`config.mk`:
```
export PLATFORM = sky130hd
export DESIGN_NAME = add_sub_seq
export DESIGN_NICKNAME = d
export VERILOG_FILES = /design/src/rtl/add_sub_pkg.sv /design/src/rtl/add_sub_chunk.sv /design/src/rtl/add_sub_seq.sv
export SDC_FILE = /design/constraint.sdc
export NUM_CORES = 1
export LEC_CHECK = 0
export BUFFER_PORTS_ARGS = -buffer_cell sky130_fd_sc_hd__buf_2
export CELL_PAD_IN_SITES_DETAIL_PLACEMENT = 0
export CELL_PAD_IN_SITES_GLOBAL_PLACEMENT = 1
export CORE_MARGIN = 2
export CORE_UTILIZATION = 48
export CTS_CLUSTER_SIZE = 10
export DETAILED_ROUTE_END_ITERATION = 16
export PLACE_DENSITY_LB_ADDON = 0.05
export SLEW_MARGIN = 20
export SYNTH_ARGS = -nofsm -noshare
export SYNTH_HDL_FRONTEND = slang
export SYNTH_SLANG_ARGS = --single-unit
```
`constraint.sdc`:
```
create_clock -name clk -period 6.7 [get_ports clk]
set_clock_uncertainty 0.2 [all_clocks]
set_input_delay 1.675 -clock clk [delete_from_list [all_inputs] [get_ports clk]]
set_output_delay 1.675 -clock clk [all_outputs]
set_load 0.02 [all_outputs]
```
`src/rtl/add_sub_pkg.sv`:
```
// Shared types and constants for the chunk-serial add/subtract block.
package add_sub_pkg;

    typedef enum logic {
        ST_IDLE = 1'b0,
        ST_RUN  = 1'b1
    } state_t;

    localparam logic MODE_ADD = 1'b0;
    localparam logic MODE_SUB = 1'b1;

endpackage

```
`src/rtl/add_sub_chunk.sv`:
```
// CHUNK-bit ripple-carry adder built from full_adder cells; purely combinational.
module full_adder (
    input  logic a,
    input  logic b,
    input  logic ci,
    output logic s,
    output logic co
);
    assign s  = a ^ b ^ ci;
    assign co = (a & b) | (ci & (a ^ b));
endmodule

module add_sub_chunk #(
    parameter int CHUNK = 4
) (
    input  logic [CHUNK-1:0] a,
    input  logic [CHUNK-1:0] b,
    input  logic             ci,
    output logic [CHUNK-1:0] s,
    output logic             co
);
    logic [CHUNK:0] carry;

    assign carry[0] = ci;
    assign co       = carry[CHUNK];

    for (genvar i = 0; i < CHUNK; i++) begin : g_fa
        full_adder u_fa (
            .a  (a[i]),
            .b  (b[i]),
            .ci (carry[i]),
            .s  (s[i]),
            .co (carry[i+1])
        );
    end
endmodule

```
`src/rtl/add_sub_seq.sv`:
```
// Chunk-serial add/subtract: CHUNK bits per cycle, LSB chunk first, WIDTH/CHUNK cycles.
// Define ADD_SUB_SAT_EN to clamp s to the signed limit on overflow.
//
// state   | meaning
// ST_IDLE | waiting for start; last result held on s/co/ov
// ST_RUN  | one chunk per cycle, cnt_q counts down to the final chunk
module add_sub_seq
    import add_sub_pkg::*;
#(
    parameter int WIDTH = 16,
    parameter int CHUNK = 4
) (
    input  logic             clk,
    input  logic             rst_n,
    input  logic             start,
    input  logic             mode,
    input  logic [WIDTH-1:0] a,
    input  logic [WIDTH-1:0] b,
    input  logic             ci,
    output logic             busy,
    output logic             done,
    output logic [WIDTH-1:0] s,
    output logic             co,
    output logic             ov
);
    localparam int N  = (CHUNK < 1) ? 1 : WIDTH / CHUNK;
    localparam int CW = $clog2(N) + 1;
    localparam logic [CW-1:0] CNT_LAST = CW'(N - 1);

    if (CHUNK < 1) begin : g_bad_chunk
        $error("add_sub_seq: CHUNK must be at least 1");
    end else if ((WIDTH % CHUNK) != 0) begin : g_bad_width
        $error("add_sub_seq: WIDTH must be a multiple of CHUNK");
    end

    state_t           state_q, state_d;
    logic             load, last;
    logic [CW-1:0]    cnt_q;
    logic [WIDTH-1:0] a_q, b_q, acc_q;
    logic             carry_q, a_msb_q, b_msb_q;
    logic [WIDTH-1:0] s_q;
    logic             co_q, ov_q, done_q;

    logic [WIDTH-1:0] b_eff;
    logic [CHUNK-1:0] chunk_s;
    logic             chunk_co;
    logic [WIDTH-1:0] acc_next, s_final, sat_val;
    logic             ov_next;

    always_ff @(posedge clk or negedge rst_n) begin
        if (!rst_n) state_q <= ST_IDLE;
        else        state_q <= state_d;
    end

    always_comb begin
        state_d = state_q;
        busy    = 1'b0;
        load    = 1'b0;
        last    = 1'b0;
        case (state_q)
            ST_IDLE: begin
                if (start) begin
                    state_d = ST_RUN;
                    load    = 1'b1;
                end
            end
            ST_RUN: begin
                busy = 1'b1;
                if (cnt_q == '0) begin
                    last    = 1'b1;
                    state_d = ST_IDLE;
                end
            end
            default: state_d = ST_IDLE;
        endcase
    end

    // Subtract is folded into the operands at capture: a + ~b + ~ci.
    assign b_eff = (mode == MODE_SUB) ? ~b : b;

    add_sub_chunk #(.CHUNK(CHUNK)) u_chunk (
        .a  (a_q[CHUNK-1:0]),
        .b  (b_q[CHUNK-1:0]),
        .ci (carry_q),
        .s  (chunk_s),
        .co (chunk_co)
    );

    // New chunk enters at the top; after N shifts acc holds the full sum in place.
    assign acc_next = WIDTH'({chunk_s, acc_q} >> CHUNK);
    assign ov_next  = (a_msb_q == b_msb_q) && (acc_next[WIDTH-1] != a_msb_q);
    assign sat_val  = a_msb_q ? {1'b1, {(WIDTH-1){1'b0}}} : {1'b0, {(WIDTH-1){1'b1}}};

`ifdef ADD_SUB_SAT_EN
    assign s_final = ov_next ? sat_val : acc_next;
`else
    assign s_final = acc_next;
    logic unused_sat;
    assign unused_sat = ^sat_val;
`endif

    always_ff @(posedge clk or negedge rst_n) begin
        if (!rst_n) begin
            cnt_q   <= '0;
            a_q     <= '0;
            b_q     <= '0;
            acc_q   <= '0;
            carry_q <= 1'b0;
            a_msb_q <= 1'b0;
            b_msb_q <= 1'b0;
            s_q     <= '0;
            co_q    <= 1'b0;
            ov_q    <= 1'b0;
            done_q  <= 1'b0;
        end else begin
            done_q <= last;
            if (load) begin
                a_q     <= a;
                b_q     <= b_eff;
                carry_q <= (mode == MODE_SUB) ? ~ci : ci;
                a_msb_q <= a[WIDTH-1];
                b_msb_q <= b_eff[WIDTH-1];
                acc_q   <= '0;
                cnt_q   <= CNT_LAST;
            end else if (busy) begin
                a_q     <= a_q >> CHUNK;
                b_q     <= b_q >> CHUNK;
                carry_q <= chunk_co;
                acc_q   <= acc_next;
                cnt_q   <= cnt_q - CW'(1);
                if (last) begin
                    s_q  <= s_final;
                    co_q <= chunk_co;
                    ov_q <= ov_next;
                end
            end
        end
    end

    assign done = done_q;
    assign s    = s_q;
    assign co   = co_q;
    assign ov   = ov_q;

endmodule

```
==> impl_summary.log, run 1 <==
[metrics] outcome: finished, final reports clean
[metrics] most frequently used flop master after synthesis: sky130_fd_sc_hd__dfrtp_1
[metrics] Final ANT Viol Nets: 0
[metrics] hold buffer count at cts: 0
[metrics] arrival time at the worst endpoint: 2.90 ns
[metrics] standard cell with the maximum stage delay on the critical path: sky130_fd_sc_hd__fa_1
[metrics] antenna violations before repair: 0
[metrics] leakage power of the design: around 0.0019 uW
[metrics] highest attainable clock frequency: between 300 and 400 MHz
[metrics] global-route wire length before repair: 9870 um
[metrics] Root Buffer Master: sky130_fd_sc_hd__clkbuf_8
[metrics] peak supply drop: 0.000170 V
[metrics] Async SR Flop Fraction: 100%
[metrics] stage delay of the slowest cell on the critical path: 0.60 ns
[metrics] worst max-slew margin expressed relative to the limit: 35.4%
[metrics] TritonCTS clock tree: built
[metrics] die outline area: ~7500 sq um
[metrics] via count: 2,019
[metrics] slew of the pin with the lowest slew margin: between 0.9 and 1 ns
[metrics] number of maximum-capacitance constraint violations: 0
[metrics] clk slew on worst S/H paths: 0.07 ns
[metrics] RSZ-0062 raised after global routing: false
[metrics] total standard cell area after synthesis: 3250 sq um
[metrics] placed cell count: approximately 390
[metrics] hpwl dp: 3620 um
[metrics] Core Region: 6680 sq um
[metrics] vias in the first global route: 1,962
[metrics] Final Max Tran Viols: 0
[metrics] Final period util: 42.8%
[metrics] Die Span Y: around 86 um
[metrics] critical path fanouts, max: 4
[metrics] Port Buffers: 56
[metrics] global-route total usage across every layer: 17.1%
[metrics] kind of start point of the critical path: flip-flop
[metrics] Warnings, synthesis: 0
[metrics] largest buffer count on any clock path: 2
[metrics] final design instance area without fill: about 3700 sq um
[metrics] instance area at placement: 3510 sq um
[metrics] # Post-CTS Setup Buffers: 0
[metrics] cells after synthesis: 273
[metrics] category of the worst setup path capture point: flip-flop
[metrics] pin count of the biggest net entering global routing: 86
[metrics] fill cell total of the finished layout: 606
[metrics] Clock H-tree levels: 3
[metrics] DR DRC count: 0
[metrics] FF+latch area: 1750 sq um
[metrics] length in cells of the worst reg-to-reg path: 9
[metrics] Hold Violations, Final: 0
[metrics] routed length per instance: approximately 14 um
[metrics] Tightest Hold Check Type: flip-flop to flip-flop
[metrics] antenna diode instance count: 0
[metrics] worst hold path cell count: 1
[metrics] register bit total from synthesis: 70
[metrics] chain of cells forming the critical path: inv_1, fa_1, inv_1, fa_1, fa_1, fa_1, nor3b_1, a21oi_1, o21ai_0
[metrics] WP data required: 6.73 ns
[metrics] Inserted Clock Buffers: 9
[metrics] site row count: 30
[metrics] chip width: between 80 and 90 um
[metrics] nets in the synthesized netlist: 316
[metrics] footprint of the multi-input gates: 1320 sq um
[metrics] Starting Density: 48.7%
[metrics] total of cells resized after clock tree synthesis: 0
[metrics] post-detailed-routing wire length: approximately 5700 um
[metrics] share of final-layout standard cells stronger than drive strength 1: 25.9%
[metrics] post-layout minimum cycle time: 2.87 ns
[metrics] area added between synthesis and finish: 12.9%
[metrics] global route total overflow: 0
[metrics] CP Class: flip-flop to flip-flop
[metrics] vias per cell: 4.95
[metrics] number of iterations in the first detailed-routing pass: 4
[metrics] non-filler instance count after layout: roughly 410
[metrics] gpl congestion: 0.706
[metrics] nets@finish: 367
[metrics] number of setup violations in the final report: 0
[metrics] sum of negative setup slack: 0 ns
[metrics] EDFF count, synth: 0
[metrics] Clock Latency Late Sink: 0.32 ns
[metrics] share of the core filled with cells: 55.0%
[metrics] cell type with the highest occurrence count on the critical path: sky130_fd_sc_hd__fa_1
[metrics] clock net sink count: 70
[metrics] Unique masters post-synth: 32
[metrics] sequential share of the synthesized area: 53.8%
[metrics] DRT iter0 DRCs: 130
[metrics] total power per unit cell area: 409 nW/um^2
[metrics] Avg Cell Area, Syn: 11.9 sq um
[metrics] ports placed on the boundary: 57
[metrics] worst hold-check slack: approximately 0.27 ns
cell usage after synthesis, drive strengths merged (4+ instances only):
master / number / area share [%]
a211oi: 4 / 1.5
a22o: 4 / 1.1
buf: 17 / 4.4
dfrtp: 70 / 54
fa: 4 / 2.5
inv: 8 / 0.92
mux2: 17 / 6.5
mux2i: 30 / 9.2
nand2: 36 / 4.2
nand2b: 10 / 2.2
nor2: 10 / 1.2
o21ai: 35 / 5.4
xnor2: 4 / 1.3
xor2: 13 / 3.5
per-stage QoR:
step                      total power, uW  setup slack (ns)
after CTS                            1530              3.80
after floorplan                      1080              4.04
after global routing                 1630              3.62
after detailed placement             1230              3.58
final                                1500              3.83
after global placement               1220              3.61
logic make-up after synthesis:
kind of cell             Yosys count  share of synthesized area, %
AO/OA/AOI/OAI                     47                          8.77
XOR/XNOR                          17                          4.81
adder cells (fa/ha/maj)            6                          3.23
buffers and inverters             27                          5.57
flip-flops                        70                          53.8
multiplexers                      47                          15.7
AND/OR/NAND/NOR                   59                          8.11
report_power, final:
| group | internal [uW] | leakage, uW | total [uW] | switching [uW] |
|---|---|---|---|---|
| Sequential | 585 | 0.000917 | 679 | 93.8 |
| Clock | 153 | 0.0000865 | 294 | 141 |
| Combinational | 225 | 0.000870 | 531 | 306 |
critical path, delay by kind of cell, from the launching register on:
| family | cells | cell delay [ns] |
|---|---|---|
| buffers and inverters | 2 | 0.13 |
| and+or+nand+nor | 1 | 0.21 |
| adders and majority gates | 4 | 1.65 |
| AOI/OAI and AO/OA | 2 | 0.19 |
| DFF | 1 | 0.39 |
metal layers:
metal / up-vias / GRT usage, % / part of all wire, %
met5: - / 0 / 0
met4: 0 / 6.82 / 1.5
met3: 9 / 3.43 / 3.0
met2: 35 / 24.1 / 45
met1: 961 / 25.9 / 51
li1: 1014 / - / -
flip-flops by register name, indices dropped and copies added, names as in the netlist:
register / count
ov: 1
a_msb_q: 1
acc_q: 12
s: 16
co: 1
state_q: 1
b_q: 16
a_q: 16
carry_q: 1
b_msb_q: 1
done: 1
cnt_q: 3
final timing paths:
check                      startpoint  slack (ns)        to
max                            a_q[0]        3.83        ov
min                          cnt_q[0]        0.27  cnt_q[0]
max reg2reg                    a_q[0]        3.83        ov
min reg2reg                  cnt_q[0]        0.27  cnt_q[0]
max in group asynchronous       rst_n        4.33   state_q
min in group asynchronous       rst_n        1.35      s[3]
cell usage in the layout, fill, tap and decap left out:
master and count:
sky130_fd_sc_hd__dfrtp_1 69, sky130_fd_sc_hd__buf_2 56, sky130_fd_sc_hd__nand2_1 36, sky130_fd_sc_hd__mux2i_1 30, sky130_fd_sc_hd__o21ai_0 21, sky130_fd_sc_hd__o21ai_1 14, sky130_fd_sc_hd__xor2_1 13, sky130_fd_sc_hd__mux2_1 11
sky130_fd_sc_hd__clkbuf_8 11, sky130_fd_sc_hd__nor2_1 9, sky130_fd_sc_hd__nand2b_1 9, sky130_fd_sc_hd__inv_1 8, sky130_fd_sc_hd__mux2_4 5, sky130_fd_sc_hd__a211oi_2 4, sky130_fd_sc_hd__a22o_1 4, sky130_fd_sc_hd__fa_1 4
sky130_fd_sc_hd__xnor2_1 3, sky130_fd_sc_hd__clkbuf_1 3, sky130_fd_sc_hd__buf_4 3, sky130_fd_sc_hd__a21oi_1 2, sky130_fd_sc_hd__ha_1 2, sky130_fd_sc_hd__nor2_2 1, sky130_fd_sc_hd__o31ai_1 1, sky130_fd_sc_hd__xnor2_2 1
sky130_fd_sc_hd__nand2b_4 1, sky130_fd_sc_hd__nor2b_1 1, sky130_fd_sc_hd__nor3b_1 1, sky130_fd_sc_hd__a22oi_1 1, sky130_fd_sc_hd__nor3_1 1, sky130_fd_sc_hd__mux2_2 1, sky130_fd_sc_hd__clkinv_2 1, sky130_fd_sc_hd__dfrtp_2 1
layout make-up:
type                            count  area share [%]
Sequential cell                    70            47.7
Multi-Input combinational cell    176            36.0
Timing Repair Buffer               59            8.24
Clock buffer                       14            4.43
Tap cell                           80            2.72
Inverter                            8           0.817
Clock inverter                      1           0.136
Note: power is estimated with default switching activity, not from simulation.
==> run 2, diff against run 1 <==
--- a/config.mk
+++ b/config.mk
@@ -9,7 +9,7 @@
 export CELL_PAD_IN_SITES_DETAIL_PLACEMENT = 0
 export CELL_PAD_IN_SITES_GLOBAL_PLACEMENT = 1
 export CORE_MARGIN = 2
-export CORE_UTILIZATION = 48
+export CORE_UTILIZATION = 40
 export CTS_CLUSTER_SIZE = 10
 export DETAILED_ROUTE_END_ITERATION = 16
 export PLACE_DENSITY_LB_ADDON = 0.05
==> constraint.sdc (replaced) <==
create_clock -name clk -period 2.45 [get_ports clk]
set_clock_uncertainty 0.2 [all_clocks]
set_input_delay 0.6125 -clock clk [delete_from_list [all_inputs] [get_ports clk]]
set_output_delay 0.6125 -clock clk [all_outputs]
set_load 0.02 [all_outputs]
==> run 2 against run 1 <==
Non-clock buffer count increased by 7. First-iteration DRC count fell by 32%. Die area increased by 19%. Via count is 3.3% higher. The flow now finishes with violations (setup timing). Critical path type unchanged. Global-route usage shrank 1.1 points. Cell count grew 7.4%.
==> impl_summary.log, run 2 (synthesis results as in run 1) <==
[metrics] outcome: finished, violations left
[metrics] failing checks: setup timing
[metrics] site row count: 32 (+6.7%)
[metrics] Inserted Clock Buffers: 9 (unchanged)
[metrics] via count: 2,085 (+3.3%)
[metrics] TritonCTS clock tree: built
[metrics] CP Class: flip-flop to flip-flop
[metrics] most frequent standard cell in the layout excluding fill and tap cells: sky130_fd_sc_hd__dfrtp_1
[metrics] Clock Latency Late Sink: 0.34 ns (+0.02 ns)
[metrics] stage delay of the slowest cell on the critical path: 0.56 ns (-0.04 ns)
[metrics] origin of the critical flop-to-flop path: a_q[0]
[metrics] gpl congestion: 0.698 (-1.1%)
[metrics] Final period util: 102% (+59 points)
[metrics] Core Region: 7810 sq um (+17%)
[metrics] most frequent cells in the layout: sky130_fd_sc_hd__dfrtp_1 (69), sky130_fd_sc_hd__buf_2 (55), sky130_fd_sc_hd__nand2_1 (36)
[metrics] number of buffers and inverters on the critical path: 2 (unchanged)
[metrics] cell family contributing the most delay on the critical path: adder cells
[metrics] post-layout minimum cycle time: 2.49 ns (-0.373 ns)
[metrics] antenna violations before repair: 0 (unchanged)
[metrics] Final ANT Viol Nets: 0 (unchanged)
[metrics] internal cell power: 2760 uW (+190%)
[metrics] clk slew on worst S/H paths: 0.08 ns (about the same)
[metrics] final worst setup slack: -0.0441 ns (-3.88 ns)
[metrics] Die Span Y: 94.2 um (+9.1%)
[metrics] hpwl dp: 4210 um (+17%)
[metrics] start point of the worst hold path: cnt_q[0]
[metrics] global-route wire length before repair: 10,900 um (+10%)
[metrics] number of setup violations in the final report: 1 (+1)
[metrics] area added between synthesis and finish: 17.6%
[metrics] WP data required: 2.51 ns (-4.22 ns)
[metrics] part of the power in combinational logic: 33.9% (-1.4 points)
[metrics] worst max-slew margin expressed relative to the limit: 66.3% (+31 points)
[metrics] antenna diode instance count: 0 (unchanged)
[metrics] Root Buffer Master: sky130_fd_sc_hd__clkbuf_8
[metrics] routed length per instance: 14.4 um (+2.2%)
[metrics] slew of the pin with the lowest slew margin: 0.506 ns (-0.461 ns)
[metrics] total power per unit cell area: 1130 nW/um^2 (+180%)
[metrics] net switching fraction of the power: 36.1% (+0.17 points)
[metrics] largest buffer count on any clock path: 2 (unchanged)
[metrics] category of the worst setup path capture point: flip-flop
[metrics] sequential fraction of design power: 44.5% (-0.7 points)
[metrics] die outline area: 8870 sq um (+19%)
[metrics] Port Buffers: 56 (unchanged)
[metrics] number of maximum-capacitance constraint violations: 0 (unchanged)
[metrics] number of iterations in the first detailed-routing pass: 4 (unchanged)
[metrics] sum of negative setup slack: -0.0441 ns (-0.0441 ns)
[metrics] critical path fanouts, max: 4 (unchanged)
[metrics] peak supply drop: 0.000427 V (+150%)
[metrics] kind of start point of the critical path: flip-flop
[metrics] Worst Setup SP: a_q[0]
[metrics] ports placed on the boundary: 57 (unchanged)
[metrics] chain of cells forming the critical path: inv_2, fa_1, inv_1, fa_2, fa_2, fa_2, nor3b_2, a21oi_1, o21ai_1
[metrics] switching power of the nets: 1560 uW (+190%)
[metrics] highest attainable clock frequency: 401 MHz (+15%)
[metrics] DRT iter0 DRCs: 89 (-32%)
[metrics] global-route total usage across every layer: 16.0% (-1.1 points)
[metrics] vias per cell: 4.76 (-3.8%)
[metrics] chip width: 94.2 um (+9.1%)
[metrics] share of the core filled with cells: 49.0% (-6.0 points)
[metrics] clock net sink count: 70 (unchanged)
[metrics] worst slack, placed: -0.131 ns (-3.71 ns)
[metrics] nets@finish: 374 (+1.9%)
[metrics] post-detailed-routing wire length: 6290 um (+9.7%)
[metrics] Clock H-tree levels: 3 (unchanged)
[metrics] arrival time at the worst endpoint: 2.56 ns (-0.34 ns)
[metrics] share of final-layout standard cells stronger than drive strength 1: 30.1% (+4.1 points)
[metrics] vias in the first global route: 2,169 (+11%)
[metrics] Starting Density: 41.7% (-7.0 points)
[metrics] RSZ-0062 raised after global routing: true
[metrics] leakage power of the design: 0.00193 uW (+2.9%)
[metrics] global route total overflow: 0 (unchanged)
[metrics] Final Max Tran Viols: 0 (unchanged)
[metrics] cell type with the highest occurrence count on the critical path: sky130_fd_sc_hd__fa_2
[metrics] DR DRC count: 0 (unchanged)
[metrics] standard cell with the maximum stage delay on the critical path: sky130_fd_sc_hd__fa_2
[metrics] Tightest Hold Check Type: flip-flop to flip-flop
[metrics] clock power share: 21.6% (+2.1 points)
[metrics] fill cell total of the finished layout: 758 (+25%)
[metrics] pin count of the biggest net entering global routing: 50 (-42%)
[metrics] Hold Violations, Final: 0 (unchanged)
[run 2: changes by cell type in the layout (fill, tap and decap cells not counted), sizes merged]
cell / previous run / this run
buf: 59 / 65
clkbuf: 14 / 10
clkinv: 1 / 4
bufinv: 0 / 1
clkinvlp: 0 / 1
dlygate4sd3: 0 / 1
[run 2: layout make-up]
| cell class | count | area, sq um | area share [%] |
|---|---|---|---|
| Timing Repair Buffer | 66 | 385 | 10.1 |
| Multi-Input combinational cell | 176 | 1330 | 34.8 |
| Clock inverter | 6 | 61.3 | 1.60 |
| Clock buffer | 10 | 138 | 3.59 |
| Inverter | 8 | 30.0 | 0.784 |
| Sequential cell | 70 | 1750 | 45.8 |
| Tap cell | 102 | 128 | 3.33 |
[run 2: metal layers]
layer	share of wire, %	up-vias	global-route usage (%)
li1	-	1029	-
met1	51	1006	23.5
met2	43	41	22.3
met3	4.4	9	3.85
met4	1.9	0	6.88
met5	0	-	0
[run 2: final timing paths]
kind | cells after the start | end | slack, ns
setup / recovery | 9 | ov | -0.04
hold / removal | 1 | cnt_q[0] | 0.28
setup reg to reg | 9 | ov | -0.04
hold reg to reg | 1 | cnt_q[0] | 0.28
max in group asynchronous | 3 | a_q[1] | 0.93
min in group asynchronous | 2 | s[6] | 0.52
[run 2: per-stage QoR]
| stage | total power (uW) | instances | hold slack [ns] | cell area (sq um) |
|---|---|---|---|---|
| after detailed placement | 3420 | 419 | 0.266 | 3600 |
| after global placement | 3380 | 419 | 0.262 | 3600 |
| after floorplan | 2950 | 273 | 0.117 | 3260 |
| after CTS | 4380 | 437 | 0.283 | 3820 |
| after global routing | 4680 | 438 | 0.308 | 3830 |
| final | 4320 | 438 | 0.277 | 3830 |
[run 2: power by group through the flow]
stage	Clock, uW	Combinational [uW]	Sequential [uW]
after floorplan	0	952	2000
after global placement	0	1450	1940
after detailed placement	0	1470	1950
after CTS	960	1490	1930
after global routing	1010	1670	1990
final	931	1470	1920
[run 2: timing repair]
| action | in CTS | in global routing |
|---|---|---|
| buffers inserted | 1 | 1 |
| endpoints found under the hold margin | 24 | 0 |
| endpoints found under the setup margin | 2 | 2 |
| resized for setup | 3 | 1 |
| hold buffers | 1 | 0 |
| pin swaps | 1 | 0 |
[run 2: worst reg2reg max path: stages, from the launching register on]
cell and delay (ns):
sky130_fd_sc_hd__dfrtp_1 0.39, sky130_fd_sc_hd__inv_2 0.06, sky130_fd_sc_hd__fa_1 0.15, sky130_fd_sc_hd__inv_1 0.05
sky130_fd_sc_hd__fa_2 0.33, sky130_fd_sc_hd__fa_2 0.34, sky130_fd_sc_hd__fa_2 0.56, sky130_fd_sc_hd__nor3b_2 0.15
sky130_fd_sc_hd__a21oi_1 0.05, sky130_fd_sc_hd__o21ai_1 0.12
